$ cat src/rtl/booth_mul_arbiter_if.sv
// Requester and multiplier signal bundle for booth_mul_arbiter.
// The slave modport is the arbiter; the master modport is its environment.
interface booth_mul_arbiter_if #(
  parameter int N = 4
);
  logic [N-1:0]   req_valid;
  logic [N-1:0]   req_ready;
  logic [N*8-1:0] req_a;
  logic [N*8-1:0] req_b;
  logic [N-1:0]   rsp_valid;
  logic [N-1:0]   rsp_ready;
  logic [15:0]    rsp_result;
  logic           rsp_err;
  logic           mul_enable;
  logic [7:0]     mul_inbus;
  logic           mul_done;
  logic [7:0]     mul_outbus;
  logic           busy;

  modport slave (
    input  req_valid, req_a, req_b, rsp_ready, mul_done, mul_outbus,
    output req_ready, rsp_valid, rsp_result, rsp_err, mul_enable, mul_inbus, busy
  );

  modport master (
    output req_valid, req_a, req_b, rsp_ready, mul_done, mul_outbus,
    input  req_ready, rsp_valid, rsp_result, rsp_err, mul_enable, mul_inbus, busy
  );
endinterface

$ cat src/rtl/booth_mul_arbiter.sv
// Round-robin scheduler sharing one 8x8 signed Booth multiplier among N requesters,
// with a watchdog that aborts an operation whose done never arrives.
module booth_mul_arbiter #(
  parameter int N       = 4,
  parameter int TIMEOUT = 64
) (
  input  logic               clk,
  input  logic               rst_n,
  booth_mul_arbiter_if.slave bus
);
  localparam int IW = (N > 1) ? $clog2(N) : 1;
  localparam int CW = $clog2(TIMEOUT);

  typedef enum logic [2:0] {
    S_IDLE    = 3'd0,
    S_LOAD_M  = 3'd1,
    S_LOAD_Q  = 3'd2,
    S_WAIT    = 3'd3,
    S_READ_LO = 3'd4,
    S_RESP    = 3'd5
  } state_t;

  state_t        r_state;
  logic [IW-1:0] r_rr;
  logic [IW-1:0] r_g;
  logic [CW-1:0] r_cnt;
  logic [7:0]    r_b;
  logic [7:0]    r_hi;
  logic          r_mul_enable;
  logic [7:0]    r_mul_inbus;
  logic [N-1:0]  r_rsp_valid;
  logic [15:0]   r_rsp_result;
  logic          r_rsp_err;
  logic          r_busy;

  logic          w_any;
  logic [IW-1:0] w_idx;
  logic [IW:0]   w_j;
  logic [IW-1:0] w_next_rr;
  logic [N-1:0]  w_g_onehot;

  // Grant search: first valid requester at or above the pointer, wrapping past N-1.
  always_comb begin
    w_any = 1'b0;
    w_idx = '0;
    w_j   = '0;
    for (int k = N - 1; k >= 0; k--) begin
      w_j   = {1'b0, r_rr} + (IW+1)'(k);
      w_j   = (w_j >= (IW+1)'(N)) ? w_j - (IW+1)'(N) : w_j;
      w_any = w_any | bus.req_valid[w_j[IW-1:0]];
      w_idx = bus.req_valid[w_j[IW-1:0]] ? w_j[IW-1:0] : w_idx;
    end
  end

  assign w_next_rr  = (r_g == IW'(N - 1)) ? '0 : r_g + IW'(1);
  assign w_g_onehot = N'(1) << r_g;

  // Accept strobe is gated by rst_n so a reset edge never doubles as an accept.
  assign bus.req_ready  = (rst_n && (r_state == S_IDLE) && w_any) ? (N'(1) << w_idx) : '0;
  assign bus.rsp_valid  = r_rsp_valid;
  assign bus.rsp_result = r_rsp_result;
  assign bus.rsp_err    = r_rsp_err;
  assign bus.mul_enable = r_mul_enable;
  assign bus.mul_inbus  = r_mul_inbus;
  assign bus.busy       = r_busy;

  // Control FSM; every output register is set on the edge that enters its state.
  always_ff @(posedge clk) begin
    if (!rst_n) begin
      r_state      <= S_IDLE;
      r_rr         <= '0;
      r_g          <= '0;
      r_cnt        <= '0;
      r_b          <= 8'h00;
      r_hi         <= 8'h00;
      r_mul_enable <= 1'b0;
      r_mul_inbus  <= 8'h00;
      r_rsp_valid  <= '0;
      r_rsp_result <= 16'h0000;
      r_rsp_err    <= 1'b0;
      r_busy       <= 1'b0;
    end else begin
      case (r_state)
        S_IDLE: begin
          if (w_any) begin
            r_g          <= w_idx;
            r_b          <= bus.req_b[{w_idx, 3'b000} +: 8];
            r_mul_inbus  <= bus.req_a[{w_idx, 3'b000} +: 8];
            r_mul_enable <= 1'b1;
            r_busy       <= 1'b1;
            r_state      <= S_LOAD_M;
          end else begin
            r_state <= S_IDLE;
          end
        end
        S_LOAD_M: begin
          r_mul_inbus <= r_b;
          r_state     <= S_LOAD_Q;
        end
        S_LOAD_Q: begin
          r_mul_inbus <= 8'h00;
          r_cnt       <= '0;
          r_state     <= S_WAIT;
        end
        S_WAIT: begin
          if (bus.mul_done) begin
            r_hi    <= bus.mul_outbus;
            r_state <= S_READ_LO;
          end else if (r_cnt == CW'(TIMEOUT - 1)) begin
            r_rsp_result <= 16'h0000;
            r_rsp_err    <= 1'b1;
            r_mul_enable <= 1'b0;
            r_rsp_valid  <= w_g_onehot;
            r_state      <= S_RESP;
          end else begin
            r_cnt <= r_cnt + CW'(1);
          end
        end
        S_READ_LO: begin
          r_rsp_result <= {r_hi, bus.mul_outbus};
          r_rsp_err    <= 1'b0;
          r_mul_enable <= 1'b0;
          r_rsp_valid  <= w_g_onehot;
          r_state      <= S_RESP;
        end
        S_RESP: begin
          if (bus.rsp_ready[r_g]) begin
            r_rsp_valid <= '0;
            r_rr        <= w_next_rr;
            r_busy      <= 1'b0;
            r_state     <= S_IDLE;
          end else begin
            r_state <= S_RESP;
          end
        end
        default: begin
          r_state      <= S_IDLE;
          r_mul_enable <= 1'b0;
          r_rsp_valid  <= '0;
          r_busy       <= 1'b0;
        end
      endcase
    end
  end
endmodule

$ cat src/flat_wrapper.sv
// flat-port wrapper written by rule: the top's interface ports become plain ports
module booth_mul_arbiter_flat 
#(
  parameter int N       = 4,
  parameter int TIMEOUT = 64
)
  (clk, rst_n, bus_req_valid, bus_req_a, bus_req_b, bus_rsp_ready, bus_mul_done, bus_mul_outbus, bus_req_ready, bus_rsp_valid, bus_rsp_result, bus_rsp_err, bus_mul_enable, bus_mul_inbus, bus_busy);
  booth_mul_arbiter_if #(.N(N)) bus_i ();
  input  logic clk;
  input  logic rst_n;
  input wire logic [$bits(bus_i.req_valid)-1:0] bus_req_valid;
  input wire logic [$bits(bus_i.req_a)-1:0] bus_req_a;
  input wire logic [$bits(bus_i.req_b)-1:0] bus_req_b;
  input wire logic [$bits(bus_i.rsp_ready)-1:0] bus_rsp_ready;
  input wire logic [$bits(bus_i.mul_done)-1:0] bus_mul_done;
  input wire logic [$bits(bus_i.mul_outbus)-1:0] bus_mul_outbus;
  output wire logic [$bits(bus_i.req_ready)-1:0] bus_req_ready;
  output wire logic [$bits(bus_i.rsp_valid)-1:0] bus_rsp_valid;
  output wire logic [$bits(bus_i.rsp_result)-1:0] bus_rsp_result;
  output wire logic [$bits(bus_i.rsp_err)-1:0] bus_rsp_err;
  output wire logic [$bits(bus_i.mul_enable)-1:0] bus_mul_enable;
  output wire logic [$bits(bus_i.mul_inbus)-1:0] bus_mul_inbus;
  output wire logic [$bits(bus_i.busy)-1:0] bus_busy;
  assign bus_i.req_valid = bus_req_valid;
  assign bus_i.req_a = bus_req_a;
  assign bus_i.req_b = bus_req_b;
  assign bus_i.rsp_ready = bus_rsp_ready;
  assign bus_i.mul_done = bus_mul_done;
  assign bus_i.mul_outbus = bus_mul_outbus;
  assign bus_req_ready = bus_i.req_ready;
  assign bus_rsp_valid = bus_i.rsp_valid;
  assign bus_rsp_result = bus_i.rsp_result;
  assign bus_rsp_err = bus_i.rsp_err;
  assign bus_mul_enable = bus_i.mul_enable;
  assign bus_mul_inbus = bus_i.mul_inbus;
  assign bus_busy = bus_i.busy;
  booth_mul_arbiter #(.N(N), .TIMEOUT(TIMEOUT)) u_core (.clk(clk), .rst_n(rst_n), .bus(bus_i));
endmodule
$ cat config.mk
export PLATFORM = sky130hd
export DESIGN_NAME = booth_mul_arbiter_flat
export DESIGN_NICKNAME = d
export VERILOG_FILES = /design/src/rtl/booth_mul_arbiter_if.sv /design/src/rtl/booth_mul_arbiter.sv /design/src/flat_wrapper.sv
export SDC_FILE = /design/constraint.sdc
export NUM_CORES = 1
export LEC_CHECK = 0
export BUFFER_PORTS_ARGS = -buffer_cell sky130_fd_sc_hd__buf_4
export CAP_MARGIN = 15
export CORE_MARGIN = 2
export CORE_UTILIZATION = 53
export DETAILED_ROUTE_END_ITERATION = 10
export GPL_TIMING_DRIVEN = 0
export PLACE_DENSITY = 0.83
export SLEW_MARGIN = 40
export SYNTH_ARGS = -nofsm -noshare
export SYNTH_HDL_FRONTEND = slang
export SYNTH_SLANG_ARGS = --single-unit
$ cat constraint.sdc
create_clock -name clk -period 2.8 [get_ports clk]
set_input_delay 0.28 -clock clk [delete_from_list [all_inputs] [get_ports clk]]
set_output_delay 0.28 -clock clk [all_outputs]
set_load 0.02 [all_outputs]
Word level (Yosys, flattened, before mapping)
Cells that the tools add are included.
{"block": "totals", "latchBits": 0, "elab_cells": 117, "mem_bits_rw": 0, "output_inout_bits": 35, "in_bits": 83, "romBits": 0, "n_memories": 0, "register_bits": 60}
{"block": "op_classes", "eq_ne": 13, "n_mul": 0, "reduce_logical": 18, "magnitude_cmp": 9, "div": 0, "n_mux": 46, "bitwise_logic": 6, "shift": 4, "addsub": 9}
{"operator": "$shiftx 32x6->8", "count": 2}
{"operator": "$mux 16", "count": 2}
{"operator": "$pmux 16 s2", "count": 1}
{"operator": "$pmux 8 s3", "count": 1}
{"operator": "$mux 2", "count": 9}
{"operator": "$pmux 3 s6", "count": 1}
{"operator": "$mux 4", "count": 4}
{"operator": "$pmux 4 s4", "count": 1}
{"operator": "$lt 2x3->1 const B", "count": 5}
{"operator": "$mux 1", "count": 12}
{"operator": "$mux 6", "count": 2}
{"operator": "$pmux 6 s2", "count": 1}
{"operator": "$bmux 1 s2", "count": 5}
{"operator": "$ge 3x3->1 const B", "count": 3}
{"operator": "$mux 3", "count": 3}
{"operator": "$reduce_and 3->1", "count": 3}
{"operator": "$mux 8", "count": 1}
{"operator": "$reduce_and 2->1", "count": 4}
{"operator": "$reduce_and 4->1", "count": 2}
{"operator": "$shl 1x2->4 const A", "count": 2}
{"operator": "$sub 2x1->2 const B", "count": 4}
{"operator": "$add 2x2->3 const B", "count": 2}
{"operator": "$add 6x1->6 const B", "count": 1}
{"operator": "$eq 3x2->1 const B", "count": 2}
{"operator": "other kinds (20)", "count": 32}

Depth between registers and ports, before layout
Gate-level depths: netlist of the first run.
{"block": "logic_depth", "ltp_word": 12, "depth_mapped": 8, "mapped_depth_nobuf": 6}

Least setup slack after synthesis of the first run
Ideal clock, no wire load.
{"block": "synth_path", "path_type": "in2out", "from": "input port bus_req_valid[2]", "to": "output port bus_req_ready[1]", "path_stages": 7, "path_slack_ns": 0.658, "required_time_ns": 2.520, "path_buffers": 2, "arrival_ns": 1.862, "path_cell_list": "nor2b_1 > o21a_1 > nor3_4 > buf_6 > buf_6 > inv_1 > nor3_1"}
{"block": "synth_between", "elab_chain_len": 8, "elab_cells_between_ends": 18, "classes_between": "1 x shift; 13 x mux; 3 x bitwise; 1 x reduce/logical"}
{"item": "start, declared", "line": "flat_wrapper.sv:11", "source": "input wire logic [$bits(bus_i.req_valid)-1:0] bus_req_valid;"}
{"item": "$bmux 1 s2", "line": "booth_mul_arbiter.sv:50, booth_mul_arbiter.sv:51"}
{"item": "$mux 1 (not written as such)", "line": "booth_mul_arbiter.sv:50, booth_mul_arbiter.sv:51"}
{"item": "$mux 2 (4 in a row)", "line": "booth_mul_arbiter.sv:51", "source": "w_idx = bus.req_valid[w_j[IW-1:0]] ? w_j[IW-1:0] : w_idx;"}
{"item": "$shl 1x2->4", "line": "booth_mul_arbiter.sv:59", "source": "assign bus.req_ready = (rst_n && (r_state == S_IDLE) && w_any) ? (N'(1) << w_idx) : '0;"}
{"item": "$mux 4 (*)", "line": "booth_mul_arbiter.sv:59"}
{"item": "end, declared", "line": "flat_wrapper.sv:17", "source": "output wire logic [$bits(bus_i.req_ready)-1:0] bus_req_ready;"}
Mark *: on every way between the ends. The rest lies on a longest branch, timed or not. The select of a mux whose other input is x is not followed.

Final worst setup path of the first run
{"block": "layout_path", "from": "register u_core.r_rr[0]", "to": "output port bus_req_ready[1]"}
{"block": "layout_between", "elab_chain_len": 11, "elab_cells_between_ends": 33, "classes_between": "7 x add/sub; 4 x order compare; 1 x shift; 17 x mux; 3 x bitwise; 1 x reduce/logical"}
{"item": "start, declared", "line": "booth_mul_arbiter.sv:24", "source": "logic [IW-1:0] r_rr;"}
{"item": "start signal, assigned", "line": "booth_mul_arbiter.sv:129", "source": "r_rr <= w_next_rr;"}
{"item": "$add 2x2->3", "line": "booth_mul_arbiter.sv:48", "source": "w_j = {1'b0, r_rr} + (IW+1)'(k);"}
{"item": "$ge 3x3->1 or $sub 2x1->2 (tied branches)", "line": "booth_mul_arbiter.sv:49", "source": "w_j = (w_j >= (IW+1)'(N)) ? w_j - (IW+1)'(N) : w_j;"}
{"item": "$mux 2", "line": "booth_mul_arbiter.sv:49"}
{"item": "$bmux 1 s2", "line": "booth_mul_arbiter.sv:50, booth_mul_arbiter.sv:51"}
{"item": "$mux 1 (not written as such)", "line": "booth_mul_arbiter.sv:50, booth_mul_arbiter.sv:51"}
{"item": "$mux 2 (4 in a row)", "line": "booth_mul_arbiter.sv:51"}
{"item": "$shl 1x2->4", "line": "booth_mul_arbiter.sv:59"}
{"item": "$mux 4 (*)", "line": "booth_mul_arbiter.sv:59"}
Marks and branches as above.

==> results by group, run 1 <==
Timing
  – Period Utilization, post-route: 94.32%
  – RSZ-0062 raised after global routing: no
  – Clock Skews: 0.01241 ns
  – Fmax: 378.7 MHz
  – Worst Tran Pin Value: 0.8112 ns
  – Final TNS setup: 0 ns
  – Final Hold Vio Count: 0
  – Slew Viols, Final: 0
  – Slew Limit Headroom: 45.42%
  – Final Setup Violations: 0
  – Fin crit period: 2.641 ns

Clock tree
  – H-tree depth: 3
  – Post-CTS Setup Bufs: 0
  – Hold-fix buffers, CTS: 0
  – TritonCTS clock tree: built
  – Clock sinks: 60
  – Post-cts sizing count: 0
  – TritonCTS buffer count: 9
  – Root buf cell: clkbuf_8
  – Clk buf depth: 2
  – Clock-pin slew on the worst setup and hold paths: 0.07 ns
  – Worst-skew pair later-pin latency: 0.35 ns

Routing
  – Vias: 3125
  – Pre-antenna DRT Iters: 5
  – DR WL/cell: 16.40 um
  – DRT iter0 DRCs: 129
  – Routed vias/inst: 5.651
  – DRC violations left: 0
  – DRT Wirelength: 9.067 mm
  – Final ANT Viol Nets: 0

Layout
  – Register area: 1201 um2
  – Antenna diodes: 0
  – Nets@finish: 564
  – Layout cells sized above 1: 33.47%
  – Multi-input logic area: 1759 um2
  – Area Overhead vs Synth: 37.50%
  – Fill count: 455

Synthesis
  – Syn Area/Cell: 8.859 um2
  – Syn. warnings: 0
  – Share of async-settable or async-resettable flops after synthesis: 0%
  – EDFF count, synth: 0
  – Sequential cell area fraction in the yosys report: 38.96%
  – Top FF cell, synth: dfxtp_1
  – Post-synthesis sequential element count: 60
  – Synthesized area: 3083 um2
  – Mapped Cells: 348
  – Mapped Nets: 436
  – Unique masters post-synth: 47

Global routing
  – Largest net degree at the start of global routing: 12
  – Total Routing Usage GR: 30.09%
  – Antenna violations before repair: 0
  – Number of global-route vias before repair: 3294
  – First-pass GRT wire length: 14.88 mm
  – Global route overflow: 0

Pwr
  – Sw frac: 38.04%
  – VDD IR-drop max: 0.4721 mV
  – Clk pwr share: 25.4%
  – Net switching power: 0.001109 W
  – Part of the power in registers: 36.6%
  – Combinational Power Share: 37.9%
  – Leakage: 1.753 nW
  – Total Power: 0.002915 W
  – Pint: 0.001806 W
  – PD cells: 687.6 nW/um2

Critical path
  – Max incr delay on CP: 0.42 ns
  – Worst EP required: 2.52 ns
  – Nature of the critical path endpoint: output port
  – WS Path Type: register to output port
  – CP Max Fanout: 10
  – Critical path arrival: 2.36 ns
  – Crit-path most repeated cell: buf_6
  – Cell family with most CP delay: simple AND/OR/NAND/NOR gates
  – Cell Chain, Critical Path: nor2b_1, o21a_1, nor3_4, buf_6, buf_6, inv_1, nor3_1, buf_4
  – Critical path launch point type: register
  – CP Buf/Inv Count: 4
  – Critical path's slowest cell: nor3_4

Outcome
  – Outcome: finished clean

Floorplanning
  – Core Area: 5574 um2
  – Top Ports: 118
  – Initial core utilization: 55.31%
  – Number of core rows: 27
  – DIE WIDTH: 80.27 um
  – Die area: 6443 um2
  – Die Ht: 80.27 um

Placed design
  – DP HPWL: 6.944 mm
  – IO buf count: 117
  – GP Congestion: 0.9174

Worst hold path
  – Path type of the worst min-delay path: primary input to register

Run
  – MaxCap Viol Count: 0
layout by cell type, fill, tap and decap left out, drive strengths merged, types with 3 or more instances in the layout:
| cell | Yosys | routed |
|---|---|---|
| a21boi | 12 | 12 |
| a21oi | 23 | 23 |
| a22oi | 18 | 18 |
| a32o | 4 | 4 |
| and2 | 3 | 3 |
| buf | 5 | 122 |
| clkbuf | 15 | 27 |
| dfxtp | 60 | 60 |
| ha | 5 | 5 |
| inv | 5 | 6 |
| mux2 | 15 | 15 |
| mux2i | 18 | 18 |
| nand2 | 35 | 35 |
| nand2b | 3 | 3 |
| nand3 | 13 | 13 |
| nand4 | 3 | 3 |
| nor2 | 15 | 15 |
| nor2b | 24 | 24 |
| nor3 | 7 | 7 |
| o21a | 3 | 3 |
| o21ai | 28 | 28 |
| o221ai | 8 | 8 |
| xor2 | 4 | 4 |
final cells by class:
class | instances | share of cell area, %
plain buffers | 20 | 2.450
multi-input cells | 263 | 41.50
inverters | 5 | 0.4427
clock buffers | 12 | 3.660
clock inverters | 4 | 0.7674
repair buffers | 117 | 20.72
well taps | 72 | 2.125
flip-flops and latches | 60 | 28.34
synthesized netlist by cell type, types with 4 or more instances:
cell type / number / share of area, %
dfxtp_1: 60 / 39
nand2_1: 35 / 4.3
o21ai_0: 28 / 4.5
nor2b_1: 24 / 4.9
a21oi_1: 22 / 3.6
a22oi_1: 18 / 4.4
mux2i_1: 18 / 5.8
clkbuf_1: 15 / 1.8
mux2_2: 15 / 5.5
nor2_1: 15 / 1.8
nand3_1: 13 / 2.1
a21boi_0: 11 / 2.7
o221ai_1: 8 / 2.3
ha_1: 5 / 2.0
inv_1: 5 / 0.61
nor3_1: 5 / 0.81
a32o_1: 4 / 1.3
xor2_1: 4 / 1.1
per-layer routing:
layer	GRT usage [%]	part of all wire, %
met1	34.62	40
met2	51.92	50
met3	9.551	7.5
met4	11.36	1.9
met5	0	0
logic make-up (layout without fill, tap and decap cells):
kind of cell,count (synthesis),count (layout),share of synthesized area [%]
adders and majority gates,5,5,2.029
muxes,34,34,12.05
buffers and inverters,25,158,3.977
xor gates and xnor gates,6,6,1.705
DFF,60,60,38.96
AOI/OAI and AO/OA,105,105,22.40
and+or+nand+nor,113,113,18.87
stage by stage:
stage          hold slack, ns  std cells  utilization, %  setup WS [ns]  instance area (um2)
6_report               0.2007        553           76.05         0.1592                 4239
4_1_cts                0.1974        553           76.05         0.1923                 4239
5_1_grt                0.2019        553           76.05        0.09228                 4239
3_5_place_dp           0.4555        537           72.68         0.4566                 4051
3_3_place_gp           0.4522        537           72.68         0.5236                 4051
2_1_floorplan          0.4249        348               -         0.6583                 3083
worst register-to-register path: stages (launching register included):
cell and delay [ns]:
dfxtp_1 0.30, clkbuf_1 0.20, nor4_1 0.76, nand3_1 0.43
o221ai_1 0.31
power by group through the flow:
| stage | clock network, W | registers, W | logic, W |
|---|---|---|---|
| final | 0.000741 | 0.00107 | 0.00111 |
| after global routing | 0.000780 | 0.00108 | 0.00122 |
| after CTS | 0.000742 | 0.00107 | 0.00109 |
| after detailed placement | 0 | 0.00108 | 0.00108 |
| after global placement | 0 | 0.00108 | 0.00106 |
| after floorplan | 0 | 0.00114 | 0.000629 |
sequential cells by signal (all words and copies together), names as in the netlist, 2 cells and up:
name	count
u_core.bus.mul_inbus	8
u_core.bus.rsp_result	16
u_core.bus.rsp_valid	4
u_core.r_b	8
u_core.r_cnt	6
u_core.r_g	2
u_core.r_hi	8
u_core.r_rr	2
u_core.r_state	3
worst paths after layout:
check	start	slack [ns]	endpoint	cells past startpoint
worst min register to register	u_core.r_hi[5]	0.47	u_core.r_hi[5]	2
worst max register to register	u_core.r_state[0]	0.70	u_core.r_b[1]	4
worst max-delay path	u_core.r_rr[0]	0.16	bus_req_ready[1]	8
worst min-delay path	bus_mul_outbus[5]	0.20	u_core.r_hi[5]	3
Note: power is estimated with default switching activity, not from simulation.
==> run 2, diff against run 1 <==
Settings changed: ABC_AREA set to 1, CORE_UTILIZATION 53 to 54, PLACE_DENSITY 0.83 to 0.86.
==> run 2 against run 1 <==
Against the previous run: setup slack improved by 0.019 ns; global-route usage shrank 2.2 points; routed wire length is 1.9% higher; final cell count grew 29%; flip-flop and latch count is the same; clock skew fell by 0.0054 ns; fmax rose by 0.71%; utilization is 1.0 points lower; non-clock buffer count increased by 2; cell area grew 4.2%; die area increased by 3.8%.
==> results by group, run 2 <==
Outcome
  – Outcome: finished clean

Pwr
  – Combinational Power Share: 42.9% (+5.0 points)
  – Pint: 0.001873 W (+3.7%)
  – Net switching power: 0.001341 W (+21%)
  – VDD IR-drop max: 0.5010 mV (+6.1%)
  – Clk pwr share: 21.3% (-4.1 points)
  – Leakage: 2.116 nW (+21%)
  – Sw frac: 41.72% (+3.7 points)
  – PD cells: 727.7 nW/um2 (+5.8%)
  – Part of the power in registers: 35.8% (-0.8 points)

Layout
  – Commonest non-fill, non-tap cell in the layout: nand2_1
  – Antenna diodes: 0 (unchanged)
  – Largest register FFs: 16 (unchanged)
  – Most frequent cells in the layout: nand2_1 (175), buf_4 (121), dfxtp_1 (60), nand3_1 (56), nor2_1 (53)
  – Layout cells sized above 1: 26.99% (-6.5 points)
  – Area Overhead vs Synth: 35.15%
  – Nets@finish: 724 (+28%)

Clock tree
  – H-tree depth: 3 (unchanged)
  – Clock-pin slew on the worst setup and hold paths: 0.07 ns (about the same)
  – Post-CTS Setup Bufs: 0 (unchanged)
  – TritonCTS buffer count: 9 (unchanged)
  – Clk buf depth: 2 (unchanged)
  – Root buf cell: clkbuf_8
  – Hold-fix buffers, CTS: 0 (unchanged)
  – Clock sinks: 60 (unchanged)
  – Worst-skew pair later-pin latency: 0.35 ns (about the same)
  – TritonCTS clock tree: built
  – Post-cts sizing count: 0 (unchanged)

Global routing
  – Antenna violations before repair: 0 (unchanged)
  – Number of global-route vias before repair: 3358 (+1.9%)
  – Largest net degree at the start of global routing: 13 (+1)
  – Total Routing Usage GR: 27.94% (-2.2 points)
  – Global route overflow: 0 (unchanged)
  – First-pass GRT wire length: 14.55 mm (-2.2%)

Timing
  – Worst Tran Pin Value: 0.6184 ns (-0.1928 ns)
  – Clock Skews: 0.007030 ns (-0.005384 ns)
  – Slew Limit Headroom: 58.62% (+13 points)
  – Final Setup Violations: 0 (unchanged)
  – Final Hold Vio Count: 0 (unchanged)
  – Slew Viols, Final: 0 (unchanged)
  – Period Utilization, post-route: 93.65% (-0.67 points)
  – Fin crit period: 2.622 ns (-0.01863 ns)
  – Final TNS setup: 0 ns (unchanged)
  – Hold_ws: 0.1702 ns (-0.03050 ns)
  – RSZ-0062 raised after global routing: no
  – Fmax: 381.4 MHz (+0.71%)

Placed design
  – GP Congestion: 0.8649 (-5.7%)
  – DP HPWL: 7.043 mm (+1.4%)
  – IO buf count: 117 (unchanged)

Synthesis
  – Synthesized area: 3268 um2 (+6.0%)
  – Top cells by area, synth: dfxtp_1 (37%), nand2_1 (20%), nand3_1 (8.6%), a21oi_1 (6.9%), nor2_1 (6.1%)
  – Sequential cell area fraction in the yosys report: 36.75% (-2.2 points)
  – Mapped Cells: 508 (+46%)
  – Synth top cells by count: nand2_1 (175), dfxtp_1 (60), nand3_1 (56)
  – Unique masters post-synth: 33 (-30%)
  – Synth top area share: 36.75% (-2.2 points)
  – Syn. warnings: 0 (unchanged)
  – Syn Area/Cell: 6.433 um2 (-27%)
  – Post-synthesis sequential element count: 60 (unchanged)
  – Count leader, synth: nand2_1
  – Top FF cell, synth: dfxtp_1
  – Share of async-settable or async-resettable flops after synthesis: 0% (unchanged)
  – EDFF count, synth: 0 (unchanged)
  – Mapped Nets: 596 (+37%)
  – Yosys top cell by area: dfxtp_1

Worst hold path
  – Path type of the worst min-delay path: primary input to register
  – Hold path cells: 3 (unchanged)

Critical path
  – Critical path launch point type: register
  – R2R cell count: 13 (+9)
  – Flop-to-flop setup slack: 0.74 ns (+0.04 ns)
  – Critical path arrival: 2.34 ns (-0.02 ns)
  – CP Max Fanout: 9 (-1)
  – Nature of the critical path endpoint: output port
  – WS Path Type: register to output port
  – Worst EP required: 2.52 ns (about the same)

Routing
  – Routed vias/inst: 5.295 (-6.3%)
  – Vias: 3791 (+21%)
  – DRC violations left: 0 (unchanged)
  – DRT Wirelength: 9.238 mm (+1.9%)
  – Pre-antenna DRT Iters: 5 (unchanged)
  – DR WL/cell: 12.90 um (-21%)
  – Final ANT Viol Nets: 0 (unchanged)
  – DRT iter0 DRCs: 296 (+130%)

Floorplanning
  – Top Ports: 118 (unchanged)
  – Core Area: 5886 um2 (+5.6%)
  – Die area: 6690 um2 (+3.8%)
  – Die Ht: 81.80 um (+1.9%)
  – Initial core utilization: 55.53% (+0.22 points)
  – Number of core rows: 28 (+3.7%)
  – DIE WIDTH: 81.80 um (+1.9%)

Run
  – MaxCap Viol Count: 0 (unchanged)
==> run 2: final timing paths <==
check,startpoint,endpoint
max,u_core.r_rr[0],bus_req_ready[1]
min,bus_mul_outbus[1],u_core.r_hi[1]
max reg2reg,u_core.r_rr[0],u_core.r_b[4]
min reg2reg,u_core.bus.rsp_result[12],u_core.bus.rsp_result[12]
==> run 2: final cells by class <==
type	instances	area, um2
Buffer	22	136.4
Clock buffer	9	123.9
Clock inverter	7	52.55
Fill cell	513	1469
Inverter	29	113.9
Multi-Input combinational cell	397	1817
Sequential cell	60	1201
Tap cell	75	93.84
Timing Repair Buffer	117	878.3
==> run 2: power by group through the flow <==
stage | clock network (W) | registers (W) | logic [W]
detailed placement | 0 | 0.00116 | 0.00136
global route | 0.000729 | 0.00117 | 0.00153
CTS | 0.000695 | 0.00114 | 0.00137
global placement | 0 | 0.00116 | 0.00133
floorplan | 0 | 0.00124 | 0.000812
finish | 0.000686 | 0.00115 | 0.00138
==> run 2: cells by family (layout without fill, tap and decap cells) <==
family	Yosys count	count (layout)	share of synthesized area, %
adders and majority gates	5	5	1.914
DFF	60	60	36.75
AOI/OAI and AO/OA	86	86	14.01
and+or+nand+nor	306	306	39.66
buffers and inverters	51	184	7.657
==> run 2: worst max-delay path, stage by stage (launching register included) <==
cell     delay, ns
dfxtp_1       0.31
buf_6         0.13
inv_6         0.09
nand2_1       0.06
nand2_1       0.11
nand2_1       0.07
nand2_1       0.11
inv_1         0.06
nand3_1       0.08
nor2_1        0.07
nor3_2        0.26
nand2_1       0.24
nor3_1        0.22
buf_4         0.18
==> run 2: metrics by stage <==
step	util (%)	worst slack, ns	std cells	power (W)	instance area (um2)
CTS	75.04	0.2125	716	0.003207	4417
floorplan	-	0.6552	508	0.002052	3268
global placement	72.05	0.6363	700	0.002488	4240
global route	75.04	0.03874	716	0.003433	4417
finish	75.04	0.1778	716	0.003214	4417
detailed placement	72.05	0.5946	700	0.002518	4240
==> run 2: layer usage <==
layer / up-vias / wire [um] / track usage (%)
li1: 1907 / - / -
met1: 1747 / 3917 / 33.95
met2: 121 / 4588 / 48.29
met3: 16 / 571 / 7.033
met4: 0 / 161 / 8.833
met5: - / 0 / 0
==> run 3, diff against run 2 <==
Settings changed: ABC_AREA 1 to unset, CORE_MARGIN 2 to unset, CORE_UTILIZATION 54 to 53, SLEW_MARGIN 40 to 20.
==> run 3 against run 2 <==
Against the previous run: flip-flop and latch count stayed put; utilization is 1.1 points higher; critical path depth is 5 lower; combinational power is 20% lower; register-to-register slack worse by 0.02 ns; clock-buffer cell count stayed put; routed wire length is 6.3% lower; total power is 12% lower; first-iteration DRC count is 34% lower; hold slack better by 0.030 ns; setup slack better by 0.029 ns; clock skew is 0.0021 ns higher; critical path type unchanged; largest cell class unchanged; highest routed layer unchanged.
==> results by group, run 3 (synthesis gave the netlist of run 1 again) <==
Timing
  – Final Hold Vio Count: 0 (unchanged)
  – Fmax: 385.6 MHz (+1.1%)
  – Period Utilization, post-route: 92.62% (-1.0 points)
  – Fin crit period: 2.593 ns (-0.02895 ns)
  – Slew Limit Headroom: 47.40% (-11 points)
  – Clock Skews: 0.009178 ns (+0.002148 ns)
  – Slew Viols, Final: 0 (unchanged)
  – RSZ-0062 raised after global routing: no
  – Final TNS setup: 0 ns (unchanged)
  – Final Setup Violations: 0 (unchanged)
  – Hold_ws: 0.2001 ns (+0.02987 ns)
  – Worst Tran Pin Value: 0.7817 ns (+0.1633 ns)

Routing
  – Final ANT Viol Nets: 0 (unchanged)
  – Routed vias/inst: 5.794 (+9.4%)
  – DRC violations left: 0 (unchanged)
  – DRT Wirelength: 8.656 mm (-6.3%)
  – DR WL/cell: 15.65 um (+21%)
  – DRT iter0 DRCs: 195 (-34%)
  – Pre-antenna DRT Iters: 7 (+2)
  – Vias: 3204 (-15%)

Floorplanning
  – Number of core rows: 27 (-3.6%)
  – Die area: 6126 um2 (-8.4%)
  – Core Area: 5540 um2 (-5.9%)
  – Top Ports: 118 (unchanged)
  – Initial core utilization: 55.65% (+0.12 points)
  – DIE WIDTH: 78.27 um (-4.3%)
  – Die Ht: 78.27 um (-4.3%)

Global routing
  – Met1 Track Usage GR: 34.23% (+0.29 points)
  – Gr busiest metal: met2
  – Global route overflow: 0 (unchanged)
  – Grt met3 use: 6.395% (-0.64 points)
  – First-pass GRT wire length: 14.48 mm (-0.47%)
  – Number of global-route vias before repair: 3213 (-4.3%)
  – Total Routing Usage GR: 30.27% (+2.3 points)
  – Antenna violations before repair: 0 (unchanged)
  – Largest net degree at the start of global routing: 12 (-1)
  – Met2 Use GR: 53.86% (+5.6 points)

Critical path
  – Worst Setup EP: bus_req_ready[1]
  – Max incr delay on CP: 0.42 ns (+0.11 ns)
  – Crit path from: u_core.r_rr[0]
  – Critical path arrival: 2.31 ns (-0.03 ns)
  – Critical path launch point type: register
  – Worst EP required: 2.52 ns (about the same)
  – WS Path Type: register to output port
  – R2R cell count: 7 (-6)
  – RR Endpoint: u_core.r_b[0]
  – R2r startpoint: u_core.r_rr[0]
  – CP Max Fanout: 10 (+1)
  – Nature of the critical path endpoint: output port
  – Cell Chain, Critical Path: nor2b_1, o21a_1, nor3_4, buf_6, buf_6, inv_1, nor3_1, buf_4
  – Flop-to-flop setup slack: 0.72 ns (-0.02 ns)
  – Critical path's slowest cell: nor3_4
  – Crit-path most repeated cell: buf_6

Clock tree
  – TritonCTS buffer count: 9 (unchanged)
  – Worst-skew pair later-pin latency: 0.34 ns (about the same)
  – Post-cts sizing count: 0 (unchanged)
  – Clock sinks: 60 (unchanged)
  – TritonCTS clock tree: built
  – Clock-pin slew on the worst setup and hold paths: 0.07 ns (about the same)
  – H-tree depth: 3 (unchanged)
  – Post-CTS Setup Bufs: 0 (unchanged)
  – Root buf cell: clkbuf_8
  – Hold-fix buffers, CTS: 0 (unchanged)
  – Clk buf depth: 2 (unchanged)

Pwr
  – VDD IR-drop max: 0.4977 mV (-0.66%)
  – PD cells: 672.8 nW/um2 (-7.5%)
  – Leakage: 1.748 nW (-17%)

Layout
  – Layout cells sized above 1: 33.68% (+6.7 points)
  – Fill count: 431 (-16%)
  – Post-Layout Inst Area: 4219 um2 (-4.5%)
  – Nets@finish: 564 (-22%)
  – Most frequent cells in the layout: buf_4 (117), dfxtp_1 (60), nand2_1 (35), o21ai_0 (28), nor2b_1 (24)
  – Largest register FFs: 16 (unchanged)
  – Commonest non-fill, non-tap cell in the layout: buf_4
  – Post-route core utilization: 76.15% (+1.1 points)
  – Antenna diodes: 0 (unchanged)
  – Area Overhead vs Synth: 36.85%

Placed design
  – IO buf count: 117 (unchanged)
  – DP HPWL: 6.515 mm (-7.5%)
  – Placed cell areas: 4051 um2 (-4.5%)
  – GP Congestion: 0.8704 (+0.64%)

Run
  – MaxCap Viol Count: 0 (unchanged)

Worst hold path
  – Path type of the worst min-delay path: primary input to register

Outcome
  – Outcome: finished clean
-- run 3: how the worst min path moves through the flow --
stage,from,to,slack (ns),cells past startpoint
finish,bus_mul_outbus[4],u_core.r_hi[4],0.20,3
detailed placement,u_core.r_hi[3],u_core.r_hi[3],0.46,2
floorplan,bus_mul_outbus[0],u_core.r_hi[0],0.42,2
CTS,bus_mul_outbus[7],u_core.r_hi[7],0.19,3
global route,bus_mul_outbus[7],u_core.r_hi[7],0.23,3
global placement,u_core.r_hi[3],u_core.r_hi[3],0.45,2
-- run 3: cell type report --
| type | count | area [um2] | area share [%] |
|---|---|---|---|
| well taps | 72 | 90.09 | 2.135 |
| inverters | 5 | 18.77 | 0.4448 |
| plain buffers | 20 | 103.9 | 2.461 |
| multi-input cells | 263 | 1759 | 41.70 |
| repair buffers | 117 | 878.3 | 20.82 |
| flip-flops and latches | 60 | 1201 | 28.47 |
| clock buffers | 9 | 123.9 | 2.936 |
| clock inverters | 7 | 43.79 | 1.038 |
-- run 3: report_power, final --
group / leakage [nW] / total, W / switching [W] / internal (W)
clock network: 0.0848 / 0.000672 / 0.000357 / 0.000315
registers: 0.488 / 0.00107 / 0.0000808 / 0.000985
logic: 1.18 / 0.00110 / 0.000654 / 0.000447
total: 1.75 / 0.00284 / 0.00109 / 0.00175
-- run 3: per-stage QoR --
stage	setup slack, ns	total power [W]	std cells
after detailed placement	0.4668	0.002157	537
final	0.2067	0.002838	553
after global placement	0.5475	0.002128	537
after CTS	0.1978	0.002820	553
after floorplan	0.6583	0.001766	348
after global routing	0.1070	0.003002	553
-- run 3: worst max-delay path, delay by kind of cell, from the launching register on --
kind / cells / cell delay (ns)
buffers and inverters: 4 / 0.65
AO/OA/AOI/OAI: 1 / 0.22
AND/OR/NAND/NOR: 3 / 0.70
flip-flops: 1 / 0.39
-- run 3: routing by layer --
metal	routed length, um	share of wire, %	vias up
met5	0	0	-
met4	212	2.4	0
met3	654	7.6	24
met2	4332	50	160
met1	3457	40	1496
li1	-	-	1524
